File: src/rtl/issue_scheduler_pkg.sv
`default_nettype none
`timescale 1ns/1ps
// ============================================================================
// Module  : issue_scheduler_pkg
// Brief   : Shared unit, width and FSM encodings for the issue scheduler.
// Revision: 1.0 - initial release
// ============================================================================
package issue_scheduler_pkg;

  localparam int ROW_W      = 5;
  localparam int REG_ADDR_W = 5;

  localparam logic [1:0] UNIT_ALU = 2'd0;
  localparam logic [1:0] UNIT_MUL = 2'd1;
  localparam logic [1:0] UNIT_MEM = 2'd2;
  localparam logic [1:0] UNIT_DIV = 2'd3;

  typedef enum logic [1:0] {
    RUN   = 2'd0,
    DRAIN = 2'd1,
    DONE  = 2'd2
  } state_t;

endpackage
`default_nettype wire

File: src/rtl/issue_scheduler_if.sv
`default_nettype none
`timescale 1ns/1ps
// ============================================================================
// Module  : issue_scheduler_if
// Brief   : Decode, scoreboard, issue and drain signals of the issue scheduler.
// Revision: 1.0 - initial release
// ============================================================================
interface issue_scheduler_if
  import issue_scheduler_pkg::*;
#(
  parameter int ROW_W   = 5,
  parameter int STALL_W = 16
);
  logic                  in_valid;
  logic                  in_ready;
  logic [REG_ADDR_W-1:0] in_rs;
  logic [REG_ADDR_W-1:0] in_rt;
  logic [REG_ADDR_W-1:0] in_rd;
  logic                  in_uses_rs;
  logic                  in_uses_rt;
  logic                  in_writes;
  logic [1:0]            in_unit;

  logic [REG_ADDR_W-1:0] sb_addr_a;
  logic [REG_ADDR_W-1:0] sb_addr_b;
  logic                  sb_pending_a;
  logic                  sb_pending_b;
  logic [1:0]            sb_unit_a;
  logic [1:0]            sb_unit_b;
  logic [ROW_W-1:0]      sb_row_a;
  logic [ROW_W-1:0]      sb_row_b;
  logic [REG_ADDR_W-1:0] sb_addr_d;
  logic                  sb_pending_d;
  logic [REG_ADDR_W-1:0] sb_writeaddr;
  logic [1:0]            sb_registerunit;
  logic                  sb_enablewrite;

  logic                  iss_valid;
  logic [1:0]            iss_unit;
  logic [REG_ADDR_W-1:0] iss_rd;
  logic                  iss_fwd_a;
  logic                  iss_fwd_b;

  logic                  drain_req;
  logic                  drained;
  logic [STALL_W-1:0]    stall_count;

  modport master (
    output in_valid, in_rs, in_rt, in_rd, in_uses_rs, in_uses_rt, in_writes, in_unit,
    output sb_pending_a, sb_pending_b, sb_unit_a, sb_unit_b, sb_row_a, sb_row_b,
    output sb_pending_d, drain_req,
    input  in_ready, sb_addr_a, sb_addr_b, sb_addr_d, sb_writeaddr, sb_registerunit,
    input  sb_enablewrite, iss_valid, iss_unit, iss_rd, iss_fwd_a, iss_fwd_b,
    input  drained, stall_count
  );

  modport slave (
    input  in_valid, in_rs, in_rt, in_rd, in_uses_rs, in_uses_rt, in_writes, in_unit,
    input  sb_pending_a, sb_pending_b, sb_unit_a, sb_unit_b, sb_row_a, sb_row_b,
    input  sb_pending_d, drain_req,
    output in_ready, sb_addr_a, sb_addr_b, sb_addr_d, sb_writeaddr, sb_registerunit,
    output sb_enablewrite, iss_valid, iss_unit, iss_rd, iss_fwd_a, iss_fwd_b,
    output drained, stall_count
  );
endinterface
`default_nettype wire

File: src/rtl/issue_scheduler_wb_reservation.sv
`default_nettype none
`timescale 1ns/1ps
// ============================================================================
// Module  : wb_reservation
// Brief   : Writeback-port reservation shift vector, latency decode and conflict check.
// Revision: 1.0 - initial release
// ============================================================================
module wb_reservation
  import issue_scheduler_pkg::*;
#(
  parameter int ROW_W  = 5,
  parameter int LAT_U0 = 1,
  parameter int LAT_U1 = 3,
  parameter int LAT_U2 = 2,
  parameter int LAT_U3 = 5
)(
  input  logic             clock,
  input  logic             reset,
  input  logic [1:0]       unit,
  input  logic             writes,
  input  logic             claim,
  output logic             conflict,
  output logic [ROW_W-1:0] wb_res
);
  logic [ROW_W-1:0] r_wb_res;
  logic [ROW_W-1:0] w_shifted;
  logic [ROW_W-1:0] w_slot;

  always_comb begin
    w_slot = '0;
    case (unit)
      UNIT_ALU: w_slot = ROW_W'(1) << (LAT_U0 - 1);
      UNIT_MUL: w_slot = ROW_W'(1) << (LAT_U1 - 1);
      UNIT_MEM: w_slot = ROW_W'(1) << (LAT_U2 - 1);
      default:  w_slot = ROW_W'(1) << (LAT_U3 - 1);
    endcase
  end

  // Checking against the shifted vector means a new claim can never land on a bit being vacated.
  assign w_shifted = r_wb_res >> 1;
  assign conflict  = writes & (|(w_shifted & w_slot));
  assign wb_res    = r_wb_res;

  always_ff @(posedge clock) begin
    if (reset) begin
      r_wb_res <= '0;
    end else begin
      r_wb_res <= w_shifted | (claim ? w_slot : '0);
    end
  end
endmodule
`default_nettype wire

File: src/rtl/issue_scheduler.sv
`default_nettype none
`timescale 1ns/1ps
// ============================================================================
// Module  : issue_scheduler
// Brief   : In-order issue with RAW/WAW/writeback hazard checks and a drain sequence.
//           Operand bypass on ready-next results enabled by ISSUE_SCHEDULER_FORWARD_EN.
// Revision: 1.0 - initial release
// ============================================================================
module issue_scheduler
#(
  parameter int ROW_W   = 5,
  parameter int LAT_U0  = 1,
  parameter int LAT_U1  = 3,
  parameter int LAT_U2  = 2,
  parameter int LAT_U3  = 5,
  parameter int STALL_W = 16
)(
  input  logic             clock,
  input  logic             reset,
  issue_scheduler_if.slave bus
);
  import issue_scheduler_pkg::*;

  state_t                r_state;
  state_t                w_next_state;
  logic                  w_drained;
  logic [ROW_W-1:0]      w_wb_res;
  logic                  w_struct;
  logic                  w_raw_a, w_raw_b;
  logic                  w_next_a, w_next_b;
  logic                  w_next_stall;
  logic                  w_fwd_a, w_fwd_b;
  logic                  w_waw;
  logic                  w_hazard;
  logic                  w_ready;
  logic                  w_fire;
  logic                  w_claim;
  logic                  w_unused;

  logic                  r_iss_valid;
  logic [1:0]            r_iss_unit;
  logic [REG_ADDR_W-1:0] r_iss_rd;
  logic                  r_iss_fwd_a;
  logic                  r_iss_fwd_b;
  logic [STALL_W-1:0]    r_stall_count;

  // Producing unit is informational only; hazard decisions use pending and row alone.
  assign w_unused = ^{bus.sb_unit_a, bus.sb_unit_b};

  assign w_raw_a  = bus.in_uses_rs & bus.sb_pending_a & (|bus.sb_row_a[ROW_W-1:1]);
  assign w_raw_b  = bus.in_uses_rt & bus.sb_pending_b & (|bus.sb_row_b[ROW_W-1:1]);
  assign w_next_a = bus.in_uses_rs & bus.sb_pending_a & (bus.sb_row_a == ROW_W'(1));
  assign w_next_b = bus.in_uses_rt & bus.sb_pending_b & (bus.sb_row_b == ROW_W'(1));

`ifdef ISSUE_SCHEDULER_FORWARD_EN
  assign w_next_stall = 1'b0;
  assign w_fwd_a      = w_next_a;
  assign w_fwd_b      = w_next_b;
`else
  assign w_next_stall = w_next_a | w_next_b;
  assign w_fwd_a      = 1'b0;
  assign w_fwd_b      = 1'b0;
`endif

  assign w_waw    = bus.in_writes & bus.sb_pending_d;
  assign w_hazard = w_raw_a | w_raw_b | w_next_stall | w_waw | w_struct;
  assign w_ready  = (r_state == RUN) & ~w_hazard;
  assign w_fire   = bus.in_valid & w_ready;
  // r0 is hard-wired, so it is never tracked in the scoreboard nor on the writeback port.
  assign w_claim  = w_fire & bus.in_writes & (bus.in_rd != '0);

  wb_reservation #(
    .ROW_W  (ROW_W),
    .LAT_U0 (LAT_U0),
    .LAT_U1 (LAT_U1),
    .LAT_U2 (LAT_U2),
    .LAT_U3 (LAT_U3)
  ) u_wb (
    .clock    (clock),
    .reset    (reset),
    .unit     (bus.in_unit),
    .writes   (bus.in_writes),
    .claim    (w_claim),
    .conflict (w_struct),
    .wb_res   (w_wb_res)
  );

  assign bus.in_ready        = w_ready;
  assign bus.sb_addr_a       = bus.in_rs;
  assign bus.sb_addr_b       = bus.in_rt;
  assign bus.sb_addr_d       = bus.in_rd;
  assign bus.sb_writeaddr    = bus.in_rd;
  assign bus.sb_registerunit = bus.in_unit;
  assign bus.sb_enablewrite  = w_claim;
  assign bus.iss_valid       = r_iss_valid;
  assign bus.iss_unit        = r_iss_unit;
  assign bus.iss_rd          = r_iss_rd;
  assign bus.iss_fwd_a       = r_iss_fwd_a;
  assign bus.iss_fwd_b       = r_iss_fwd_b;
  assign bus.drained         = w_drained;
  assign bus.stall_count     = r_stall_count;

  always_ff @(posedge clock) begin
    if (reset) begin
      r_iss_valid <= 1'b0;
      r_iss_unit  <= '0;
      r_iss_rd    <= '0;
      r_iss_fwd_a <= 1'b0;
      r_iss_fwd_b <= 1'b0;
    end else begin
      r_iss_valid <= w_fire;
      if (w_fire) begin
        r_iss_unit  <= bus.in_unit;
        r_iss_rd    <= bus.in_rd;
        r_iss_fwd_a <= w_fwd_a;
        r_iss_fwd_b <= w_fwd_b;
      end
    end
  end

  always_ff @(posedge clock) begin
    if (reset) begin
      r_stall_count <= '0;
    end else if (bus.in_valid && !w_ready && (r_state == RUN) && !(&r_stall_count)) begin
      r_stall_count <= r_stall_count + 1'b1;
    end
  end

  always_ff @(posedge clock) begin
    if (reset) begin
      r_state <= RUN;
    end else begin
      r_state <= w_next_state;
    end
  end

  always_comb begin
    w_next_state = r_state;
    w_drained    = 1'b0;
    case (r_state)
      RUN: begin
        if (bus.drain_req) w_next_state = DRAIN;
      end
      DRAIN: begin
        if ((w_wb_res == '0) && !r_iss_valid) w_next_state = DONE;
      end
      DONE: begin
        w_drained = 1'b1;
        if (!bus.drain_req) w_next_state = RUN;
      end
      default: w_next_state = RUN;
    endcase
  end
endmodule
`default_nettype wire

File: src/flat_wrapper.sv
// flat-port wrapper written by rule: the top's interface ports become plain ports
module issue_scheduler_flat import issue_scheduler_pkg::*;
#(
  parameter int ROW_W   = 5,
  parameter int LAT_U0  = 1,
  parameter int LAT_U1  = 3,
  parameter int LAT_U2  = 2,
  parameter int LAT_U3  = 5,
  parameter int STALL_W = 16
)
  (clock, reset, bus_in_valid, bus_in_rs, bus_in_rt, bus_in_rd, bus_in_uses_rs, bus_in_uses_rt, bus_in_writes, bus_in_unit, bus_sb_pending_a, bus_sb_pending_b, bus_sb_unit_a, bus_sb_unit_b, bus_sb_row_a, bus_sb_row_b, bus_sb_pending_d, bus_drain_req, bus_in_ready, bus_sb_addr_a, bus_sb_addr_b, bus_sb_addr_d, bus_sb_writeaddr, bus_sb_registerunit, bus_sb_enablewrite, bus_iss_valid, bus_iss_unit, bus_iss_rd, bus_iss_fwd_a, bus_iss_fwd_b, bus_drained, bus_stall_count);
  issue_scheduler_if #(.ROW_W(ROW_W), .STALL_W(STALL_W)) bus_i ();
  input  logic clock;
  input  logic reset;
  input wire logic [$bits(bus_i.in_valid)-1:0] bus_in_valid;
  input wire logic [$bits(bus_i.in_rs)-1:0] bus_in_rs;
  input wire logic [$bits(bus_i.in_rt)-1:0] bus_in_rt;
  input wire logic [$bits(bus_i.in_rd)-1:0] bus_in_rd;
  input wire logic [$bits(bus_i.in_uses_rs)-1:0] bus_in_uses_rs;
  input wire logic [$bits(bus_i.in_uses_rt)-1:0] bus_in_uses_rt;
  input wire logic [$bits(bus_i.in_writes)-1:0] bus_in_writes;
  input wire logic [$bits(bus_i.in_unit)-1:0] bus_in_unit;
  input wire logic [$bits(bus_i.sb_pending_a)-1:0] bus_sb_pending_a;
  input wire logic [$bits(bus_i.sb_pending_b)-1:0] bus_sb_pending_b;
  input wire logic [$bits(bus_i.sb_unit_a)-1:0] bus_sb_unit_a;
  input wire logic [$bits(bus_i.sb_unit_b)-1:0] bus_sb_unit_b;
  input wire logic [$bits(bus_i.sb_row_a)-1:0] bus_sb_row_a;
  input wire logic [$bits(bus_i.sb_row_b)-1:0] bus_sb_row_b;
  input wire logic [$bits(bus_i.sb_pending_d)-1:0] bus_sb_pending_d;
  input wire logic [$bits(bus_i.drain_req)-1:0] bus_drain_req;
  output wire logic [$bits(bus_i.in_ready)-1:0] bus_in_ready;
  output wire logic [$bits(bus_i.sb_addr_a)-1:0] bus_sb_addr_a;
  output wire logic [$bits(bus_i.sb_addr_b)-1:0] bus_sb_addr_b;
  output wire logic [$bits(bus_i.sb_addr_d)-1:0] bus_sb_addr_d;
  output wire logic [$bits(bus_i.sb_writeaddr)-1:0] bus_sb_writeaddr;
  output wire logic [$bits(bus_i.sb_registerunit)-1:0] bus_sb_registerunit;
  output wire logic [$bits(bus_i.sb_enablewrite)-1:0] bus_sb_enablewrite;
  output wire logic [$bits(bus_i.iss_valid)-1:0] bus_iss_valid;
  output wire logic [$bits(bus_i.iss_unit)-1:0] bus_iss_unit;
  output wire logic [$bits(bus_i.iss_rd)-1:0] bus_iss_rd;
  output wire logic [$bits(bus_i.iss_fwd_a)-1:0] bus_iss_fwd_a;
  output wire logic [$bits(bus_i.iss_fwd_b)-1:0] bus_iss_fwd_b;
  output wire logic [$bits(bus_i.drained)-1:0] bus_drained;
  output wire logic [$bits(bus_i.stall_count)-1:0] bus_stall_count;
  assign bus_i.in_valid = bus_in_valid;
  assign bus_i.in_rs = bus_in_rs;
  assign bus_i.in_rt = bus_in_rt;
  assign bus_i.in_rd = bus_in_rd;
  assign bus_i.in_uses_rs = bus_in_uses_rs;
  assign bus_i.in_uses_rt = bus_in_uses_rt;
  assign bus_i.in_writes = bus_in_writes;
  assign bus_i.in_unit = bus_in_unit;
  assign bus_i.sb_pending_a = bus_sb_pending_a;
  assign bus_i.sb_pending_b = bus_sb_pending_b;
  assign bus_i.sb_unit_a = bus_sb_unit_a;
  assign bus_i.sb_unit_b = bus_sb_unit_b;
  assign bus_i.sb_row_a = bus_sb_row_a;
  assign bus_i.sb_row_b = bus_sb_row_b;
  assign bus_i.sb_pending_d = bus_sb_pending_d;
  assign bus_i.drain_req = bus_drain_req;
  assign bus_in_ready = bus_i.in_ready;
  assign bus_sb_addr_a = bus_i.sb_addr_a;
  assign bus_sb_addr_b = bus_i.sb_addr_b;
  assign bus_sb_addr_d = bus_i.sb_addr_d;
  assign bus_sb_writeaddr = bus_i.sb_writeaddr;
  assign bus_sb_registerunit = bus_i.sb_registerunit;
  assign bus_sb_enablewrite = bus_i.sb_enablewrite;
  assign bus_iss_valid = bus_i.iss_valid;
  assign bus_iss_unit = bus_i.iss_unit;
  assign bus_iss_rd = bus_i.iss_rd;
  assign bus_iss_fwd_a = bus_i.iss_fwd_a;
  assign bus_iss_fwd_b = bus_i.iss_fwd_b;
  assign bus_drained = bus_i.drained;
  assign bus_stall_count = bus_i.stall_count;
  issue_scheduler #(.ROW_W(ROW_W), .LAT_U0(LAT_U0), .LAT_U1(LAT_U1), .LAT_U2(LAT_U2), .LAT_U3(LAT_U3), .STALL_W(STALL_W)) u_core (.clock(clock), .reset(reset), .bus(bus_i));
endmodule
File: config.mk
export PLATFORM = sky130hd
export DESIGN_NAME = issue_scheduler_flat
export DESIGN_NICKNAME = d
export VERILOG_FILES = /design/src/rtl/issue_scheduler_pkg.sv /design/src/rtl/issue_scheduler_if.sv /design/src/rtl/issue_scheduler_wb_reservation.sv /design/src/rtl/issue_scheduler.sv /design/src/flat_wrapper.sv
export SDC_FILE = /design/constraint.sdc
export NUM_CORES = 1
export LEC_CHECK = 0
export ABC_CLOCK_PERIOD_IN_PS = 5600
export CORE_ASPECT_RATIO = 0.75
export CORE_MARGIN = 2
export CORE_UTILIZATION = 40
export CTS_CLUSTER_DIAMETER = 60
export CTS_CLUSTER_SIZE = 24
export DETAILED_ROUTE_END_ITERATION = 6
export DONT_BUFFER_PORTS = 1
export PLACE_DENSITY = 0.53
export SYNTH_ARGS = -nofsm -noshare
export SYNTH_HDL_FRONTEND = slang
export SYNTH_HIERARCHICAL = 1
export SYNTH_SLANG_ARGS = --single-unit
File: constraint.sdc
create_clock -name clock -period 5.6 [get_ports clock]
set_input_delay 0.28 -clock clock [delete_from_list [all_inputs] [get_ports clock]]
set_output_delay 0.28 -clock clock [all_outputs]
set_load 0.05 [all_outputs]
==> results.md, run 1 <==
* Status: completed
* CTS buffer count at 5
* Reg-to-reg startpoint: u_core/u_wb/wb_res[3]$_SDFF_PP0_
* Share of cells above drive strength 1 at 11.3%
* Hold_buf cts at 0
* RSZ-0062 raised after global routing: no
* Placement Rows at 20
* Endpoints failing setup at 0
* Register Area at 621 sq um
* CTS tree: yes
* Initial Util at 42.1%
* Pre-CTS WS at 2.68 ns
* Max_slew headroom at 23.9%
* WS Path Type: reg2out
* Skew-Pair Late Insertion Delay at 0.28 ns
* Unique masters post-synth at 38
* Initial drt markers at 73
* Main combinational cell family by area after synthesis: simple AND/OR/NAND/NOR gates
* Chip width at 79.6 um
* Antenna-violating nets left at 0
* Routed wire per std cell at 16.9 um
* Worst VDD drop at 0.000127 V
* Internal power at 352 uW
* Synth Area in Compound Gates at 16.0%
* CP peak stage delay at 1.01 ns
* CTS Sinks at 31
* First-pass GRT wire length at 6050 um
* Maximum clock rate at 0.317 GHz
* Setup crit end kind: output pin
* Worst Setup Slack, final at 2.44 ns
* Req. time, crit path at 5.32 ns
* XOR/XNOR Fraction of Synth Area at 0%
* Slew @ Worst Pin at 1.14 ns
* Worst Setup EP: bus_sb_enablewrite
* Fillers at 422
* Crit path max-delay cell type: nor2_1
* Critical path startpoint: u_core/u_wb/wb_res[3]$_SDFF_PP0_
* Sequential share of power at 50.6%
* CTS resizes at 0
* Clk buf depth at 2
* Final worst path period share at 56.4%
* Antenna diodes at 0
* Largest net degree at the start of global routing at 37
* Core Util, Final at 40.6%
* Setup Fix Bufs, Post-CTS at 0
* Dpl cells at 224
* Most common cell after layout, fill and taps aside: dfxtp_1
* Vias at 1375
* Seq cells post-synth at 31
* Clock transition at path regs at 0.06 ns
* Root Buffer: clkbuf_8
* Tmin final at 3.16 ns
* Clock Skews at 0.00408 ns
* Synth Area in Simple Gates at 26.9%
* Drt drc at 0
* Critical Path AT at 2.88 ns
* Global route overflow at 0
* Switching power at 137 uW
* Crit path max fanout at 9
* I/O pin count at 92
* Clock power frac at 39.8%
* Yosys warns at 6
* Total global-route track usage at 16.4%
* Mapped Area at 0.00172 sq mm
* Routability cong. at 0.752
* Die Span Y at 60.7 um
* Pwr dens at 295 mW/mm^2
* Avg Inst Size Synth at 8.58 sq um
* Worst R2R Path Depth at 8
* Reg-to-Reg End: u_core/u_wb/wb_res[2]$_SDFF_PP0_
* Critical path launch point type: flip-flop
* Sw frac at 28.1%
* Final std cells w/o fill at 232
* Final wirelength at 3920 um
* Htree depth at 2
* Sequential share of the synthesized area at 36.2%
* Comb pwr share at 9.6%
* Die area at 0.00484 sq mm
* Post-synthesis mux area share at 4.96%
* Most frequent cells in the layout: dfxtp_1, a21oi_1, nor2_1, nand2_1, nand3_1
* Setup TNS at 0 ns
* Worst hold path class: in2reg
* Hold Fails Final Rpt at 0
* Nets at 218
* Vias per inst at 5.93
* Drt pass-1 iters at 4
* Max cap viols at 0
* Core area at 0.00408 sq mm
* Vias in the first global route at 1224
* Max-slew violations at 0
* Detailed Place HPWL at 2620 um
* CP Cell Sequence: nor2b_1 > o21ai_0 > a21oi_1 > a2111oi_0 > nand4_1 > nor2_1
* Footprint of the multi-input gates at 841 sq um
* Synth-to-layout area growth at -3.50%
* Syn Inst Count at 200
* Port Buf Inserts at 0
* Initial antenna violation count at 0
* R2R setup slack at 2.63 ns
* Leakage power at 0.555 nW
* Area share of fa/ha/maj cells after synthesis at 0.729%
-- per-layer routing --
| layer | wire [um] | vias to the layer above | global-route usage, % |
|---|---|---|---|
| met4 | 48 | 0 | 6.40 |
| met5 | 0 | - | 0 |
| li1 | - | 654 | - |
| met2 | 1740 | 58 | 22.7 |
| met1 | 1800 | 652 | 22.8 |
| met3 | 320 | 11 | 6.55 |
-- area by class of cell --
cell class,instances,area share [%]
Multi-Input combinational cell,133,50.8
Sequential cell,31,37.5
Clock buffer,8,6.04
Tap cell,55,4.15
Timing Repair Buffer,2,0.906
Inverter,3,0.680
-- kinds of logic after synthesis --
family / count (synthesis)
buffers and inverters: 37
other: 1
adder cells (fa/ha/maj): 1
AO/OA/AOI/OAI: 43
flip-flops: 31
AND/OR/NAND/NOR: 81
multiplexers: 6
-- worst max-delay path, delay by kind of cell, from the launching register on --
family,cells,cell delay [ns]
DFF,1,0.33
AOI/OAI and AO/OA,3,0.67
and+or+nand+nor,3,1.60
-- per-stage QoR --
step | total power, mW | cell area (sq um) | hold slack, ns
after floorplan | 0.342 | 1720 | 0.352
after global placement | 0.297 | 1560 | 0.354
after detailed placement | 0.299 | 1560 | 0.357
after CTS | 0.496 | 1660 | 0.0516
after global routing | 0.511 | 1660 | 0.0530
final | 0.489 | 1660 | 0.0672
-- worst min-delay path by stage --
stage          slack, ns  depth (start not counted)                                       to  start
2_1_floorplan       0.35                          1         u_core/u_wb/wb_res[3]$_SDFF_PP0_  reset
3_3_place_gp        0.35                          1  u_core/bus.stall_count[14]$_SDFFE_PP0P_  reset
3_5_place_dp        0.36                          1   u_core/bus.stall_count[6]$_SDFFE_PP0P_  reset
4_1_cts             0.05                          1  u_core/bus.stall_count[13]$_SDFFE_PP0P_  reset
5_1_grt             0.05                          1      u_core/bus.iss_unit[1]$_SDFFE_PP0P_  reset
6_report            0.07                          1   u_core/bus.stall_count[8]$_SDFFE_PP0P_  reset
-- power by group through the flow --
stage | sequential [mW] | clock [mW] | combinational (mW)
final | 0.248 | 0.195 | 0.0468
after global routing | 0.249 | 0.211 | 0.0517
after CTS | 0.248 | 0.201 | 0.0469
after global placement | 0.252 | 0 | 0.0449
after detailed placement | 0.253 | 0 | 0.0468
after floorplan | 0.251 | 0 | 0.0915
-- Yosys cell counts --
| cell | number | area (sq um) |
|---|---|---|
| and3_1 | 5 | 31.3 |
| buf_2 | 3 | 15.0 |
| buf_6 | 3 | 33.8 |
| buf_4 | 25 | 188 |
| o21ba_1 | 1 | 10.0 |
| o31ai_1 | 5 | 37.5 |
| or4_1 | 9 | 67.6 |
| nor3b_2 | 1 | 12.5 |
| nand4_1 | 4 | 25.0 |
| nand2_1 | 13 | 48.8 |
| or4b_2 | 2 | 20.0 |
| nor4b_1 | 2 | 17.5 |
| inv_1 | 3 | 11.3 |
| o211ai_2 | 2 | 25.0 |
| o21ai_1 | 2 | 10.0 |
| ha_1 | 1 | 12.5 |
| nor4_1 | 2 | 12.5 |
| nor3b_1 | 1 | 7.51 |
| or3_1 | 3 | 18.8 |
| clkbuf_1 | 3 | 11.3 |
| mux2_4 | 5 | 75.1 |
| mux2i_1 | 1 | 10.0 |
| conb_1 | 1 | 3.75 |
| o41ai_1 | 2 | 17.5 |
| dfxtp_1 | 31 | 621 |
| a2111oi_0 | 2 | 17.5 |
| a21oi_1 | 19 | 95.1 |
| nand3b_1 | 1 | 7.51 |
| o21ai_0 | 4 | 20.0 |
| nand3_2 | 1 | 10.0 |
| a31oi_1 | 3 | 18.8 |
| o21a_1 | 1 | 7.51 |
| nand3_1 | 12 | 60.1 |
| nor2b_1 | 8 | 50.1 |
| o211ai_1 | 2 | 15.0 |
| nor3_1 | 3 | 15.0 |
| and4_1 | 1 | 8.76 |
| nor2_1 | 13 | 48.8 |
-- sequential cells by signal, summed over array words and instances, names as in the netlist --
| register | count |
|---|---|
| u_core/bus.stall_count | 16 |
| u_core/u_wb/wb_res | 5 |
| u_core/bus.iss_rd | 5 |
| u_core/bus.iss_unit | 2 |
| u_core/r_state | 2 |
| u_core/bus.iss_valid | 1 |
No activity file was read; power rests on OpenSTA's default activity.
==> run 2: changes to the inputs <==
--- a/config.mk
+++ b/config.mk
@@ -5,7 +5,8 @@
 export SDC_FILE = /design/constraint.sdc
 export NUM_CORES = 1
 export LEC_CHECK = 0
-export ABC_CLOCK_PERIOD_IN_PS = 5600
+export ABC_AREA = 1
+export ABC_CLOCK_PERIOD_IN_PS = 2650
 export CORE_ASPECT_RATIO = 0.75
 export CORE_MARGIN = 2
 export CORE_UTILIZATION = 40
@@ -13,7 +14,7 @@
 export CTS_CLUSTER_SIZE = 24
 export DETAILED_ROUTE_END_ITERATION = 6
 export DONT_BUFFER_PORTS = 1
-export PLACE_DENSITY = 0.53
+export PLACE_DENSITY = 0.55
 export SYNTH_ARGS = -nofsm -noshare
 export SYNTH_HDL_FRONTEND = slang
 export SYNTH_HIERARCHICAL = 1
==> constraint.sdc (replaced) <==
create_clock -name clock -period 2.65 [get_ports clock]
set_input_delay 0.1325 -clock clock [delete_from_list [all_inputs] [get_ports clock]]
set_output_delay 0.1325 -clock clock [all_outputs]
set_load 0.05 [all_outputs]
==> results.md, run 2 <==
* Status: completed
* Crit path max fanout at 9
* Clock transition at path regs at 0.06 ns
* Routability cong. at 0.814
* Htree depth at 2
* Vias at 1693
* Antenna-violating nets left at 0
* Most frequent cells in the layout: nand2_1, nor2_1, inv_1, dfxtp_1, buf_4
* Global route overflow at 0
* Synth area leaders: dfxtp_1, nand2_1, buf_4
* Detailed Place HPWL at 3060 um
* WS Path Type: reg2out
* Critical path startpoint: u_core/u_wb/wb_res[3]$_SDFF_PP0_
* Ys flop type: dfxtp_1
* Worst VDD drop at 0.000272 V
* Chip width at 83.6 um
* Overall power at 1.07 mW
* Worst hold path class: in2reg
* Final wirelength at 4290 um
* Unique masters post-synth at 27
* Vias per inst at 4.82
* Hold Fails Final Rpt at 0
* Drt drc at 0
* Setup TNS at 0 ns
* Syn Inst Count at 288
* CTS Sinks at 31
* First-pass GRT wire length at 7160 um
* Mapped Area at 0.00190 sq mm
* Max cap viols at 0
* Final worst path period share at 81.7%
* Initial drt markers at 90
* Core area at 0.00452 sq mm
* CTS tree: yes
* Skew-Pair Late Insertion Delay at 0.28 ns
* Pwr dens at 514 mW/mm^2
* Initial antenna violation count at 0
* Most common cell after layout, fill and taps aside: nand2_1
* Async SR Flop Fraction at 0%
* Clock Skews at 0.00260 ns
* Number of enable flip-flop cells after synthesis at 0
* Sequential share of the synthesized area at 32.7%
* Register Area at 621 sq um
* Setup Fix Bufs, Post-CTS at 0
* Setup crit end kind: output pin
* Avg Inst Size Synth at 6.60 sq um
* Synth area leader: dfxtp_1
* Leakage power at 0.937 nW
* Largest net degree at the start of global routing at 18
* Drt pass-1 iters at 4
* Fillers at 482
* Root Buffer: clkbuf_8
* Hold path start: bus_drain_req
* Die area at 0.00532 sq mm
* Port Buf Inserts at 0
* Max_slew headroom at 51.1%
* Synth top area share at 32.7%
* Synth-to-layout area growth at 9.22%
* Slew @ Worst Pin at 0.731 ns
* Reg-to-reg startpoint: u_core/u_wb/wb_res[3]$_SDFF_PP0_
* Max-slew violations at 0
* Most frequent cell after synthesis: nand2_1
* Antenna diodes at 0
* Initial Util at 42.1%
* CTS buffer count at 5
* Critical Path AT at 2.03 ns
* Footprint of the multi-input gates at 927 sq um
* Total global-route track usage at 16.7%
* RSZ-0062 raised after global routing: no
* I/O pin count at 92
* Seq cells post-synth at 31
* Nets at 336
* Share of cells above drive strength 1 at 15.6%
* Req. time, crit path at 2.52 ns
* Vias in the first global route at 1566
* Tmin final at 2.16 ns
* Critical path launch point type: flip-flop
* Placement Rows at 21
* Max reg flops at 16
* Yosys warns at 6
* Routed wire per std cell at 12.2 um
* Maximum clock rate at 0.462 GHz
* Die Span Y at 63.7 um
* Synth cell count leaders: nand2_1, nor2_1, inv_1, dfxtp_1, buf_4
* Clk buf depth at 2
* Endpoints failing setup at 0
## run 2: cell types whose count changed after synthesis, moves of 8 or more
cell	change
nor2_1	+32
nand4_1	+10
nor2b_1	-8
or4_1	-9
nand2_1	+46
inv_1	+30
## run 2: final timing paths
path                                      end  slack (ns)  depth (start not counted)
max reg2reg  u_core/u_wb/wb_res[1]$_SDFF_PP0_        0.84                         13
max                        bus_sb_enablewrite        0.49                         12
min            u_core/r_state[1]$_SDFFE_PP0P_        0.01                          2
min reg2reg  u_core/u_wb/wb_res[3]$_SDFF_PP0_        0.43                          2
## run 2: cell families (layout without fill, tap and decap cells)
logic type / Yosys count / after routing / synth area share (%)
other: 1 / 2 / 0.197
AND/OR/NAND/NOR: 157 / 157 / 38.4
AO/OA/AOI/OAI: 28 / 28 / 7.90
XOR/XNOR: 3 / 3 / 1.38
adder cells (fa/ha/maj): 1 / 1 / 0.658
flip-flops: 31 / 31 / 32.7
buffers and inverters: 67 / 72 / 18.8
## run 2: layout make-up
cell class              instances  share of cell area (%)
clock buffers                   6                    3.98
inverters                      37                    6.69
repair buffers                 28                    11.1
flip-flops and latches         31                    29.9
multi-input cells             191                    44.7
clock inverters                 1                   0.241
well taps                      57                    3.44
## run 2: worst max-delay path, cell delays in order, from the launching register on
cell     delay, ns
dfxtp_1       0.32
nand3_1       0.09
nand3_1       0.07
nand2_1       0.06
inv_1         0.03
inv_1         0.04
nand2_1       0.04
nor2_1        0.10
nand3_2       0.12
nor2_4        0.21
nand2_1       0.09
a21oi_1       0.31
buf_4         0.27
## run 2: power by group
part | switching, mW | total, mW | internal (mW) | leakage, nW
combinational | 0.116 | 0.163 | 0.0469 | 0.638
sequential | 0.0452 | 0.529 | 0.484 | 0.252
clock | 0.172 | 0.376 | 0.203 | 0.0470
total | 0.334 | 1.07 | 0.734 | 0.937
## run 2: layer usage
metal  track usage (%)  up-vias  wire (um)
met2              23.7       50       1660
met4              6.25        0         48
met3              6.82        6        383
li1                  -      907          -
met5                 0        -          0
met1              22.6      730       2200
## run 2: stage by stage
| step | cell area [sq um] | util (%) | std cells | hold WS [ns] | worst slack (ns) |
|---|---|---|---|---|---|
| 2_1_floorplan | 1900 | - | 289 | 0.202 | 0.323 |
| 3_3_place_gp | 1910 | 42.2 | 336 | 0.199 | 0.809 |
| 3_5_place_dp | 1910 | 42.2 | 336 | 0.201 | 0.793 |
| 4_1_cts | 2080 | 45.9 | 351 | 0.00250 | 0.488 |
| 5_1_grt | 2080 | 45.9 | 351 | 0.00724 | 0.285 |
| 6_report | 2080 | 45.9 | 351 | 0.0119 | 0.485 |
## run 2: what timing repair did
item                                   in CTS  in global routing
endpoints found under the hold margin      24                  0
resized for setup                           0                  0
hold buffers                                8                  0
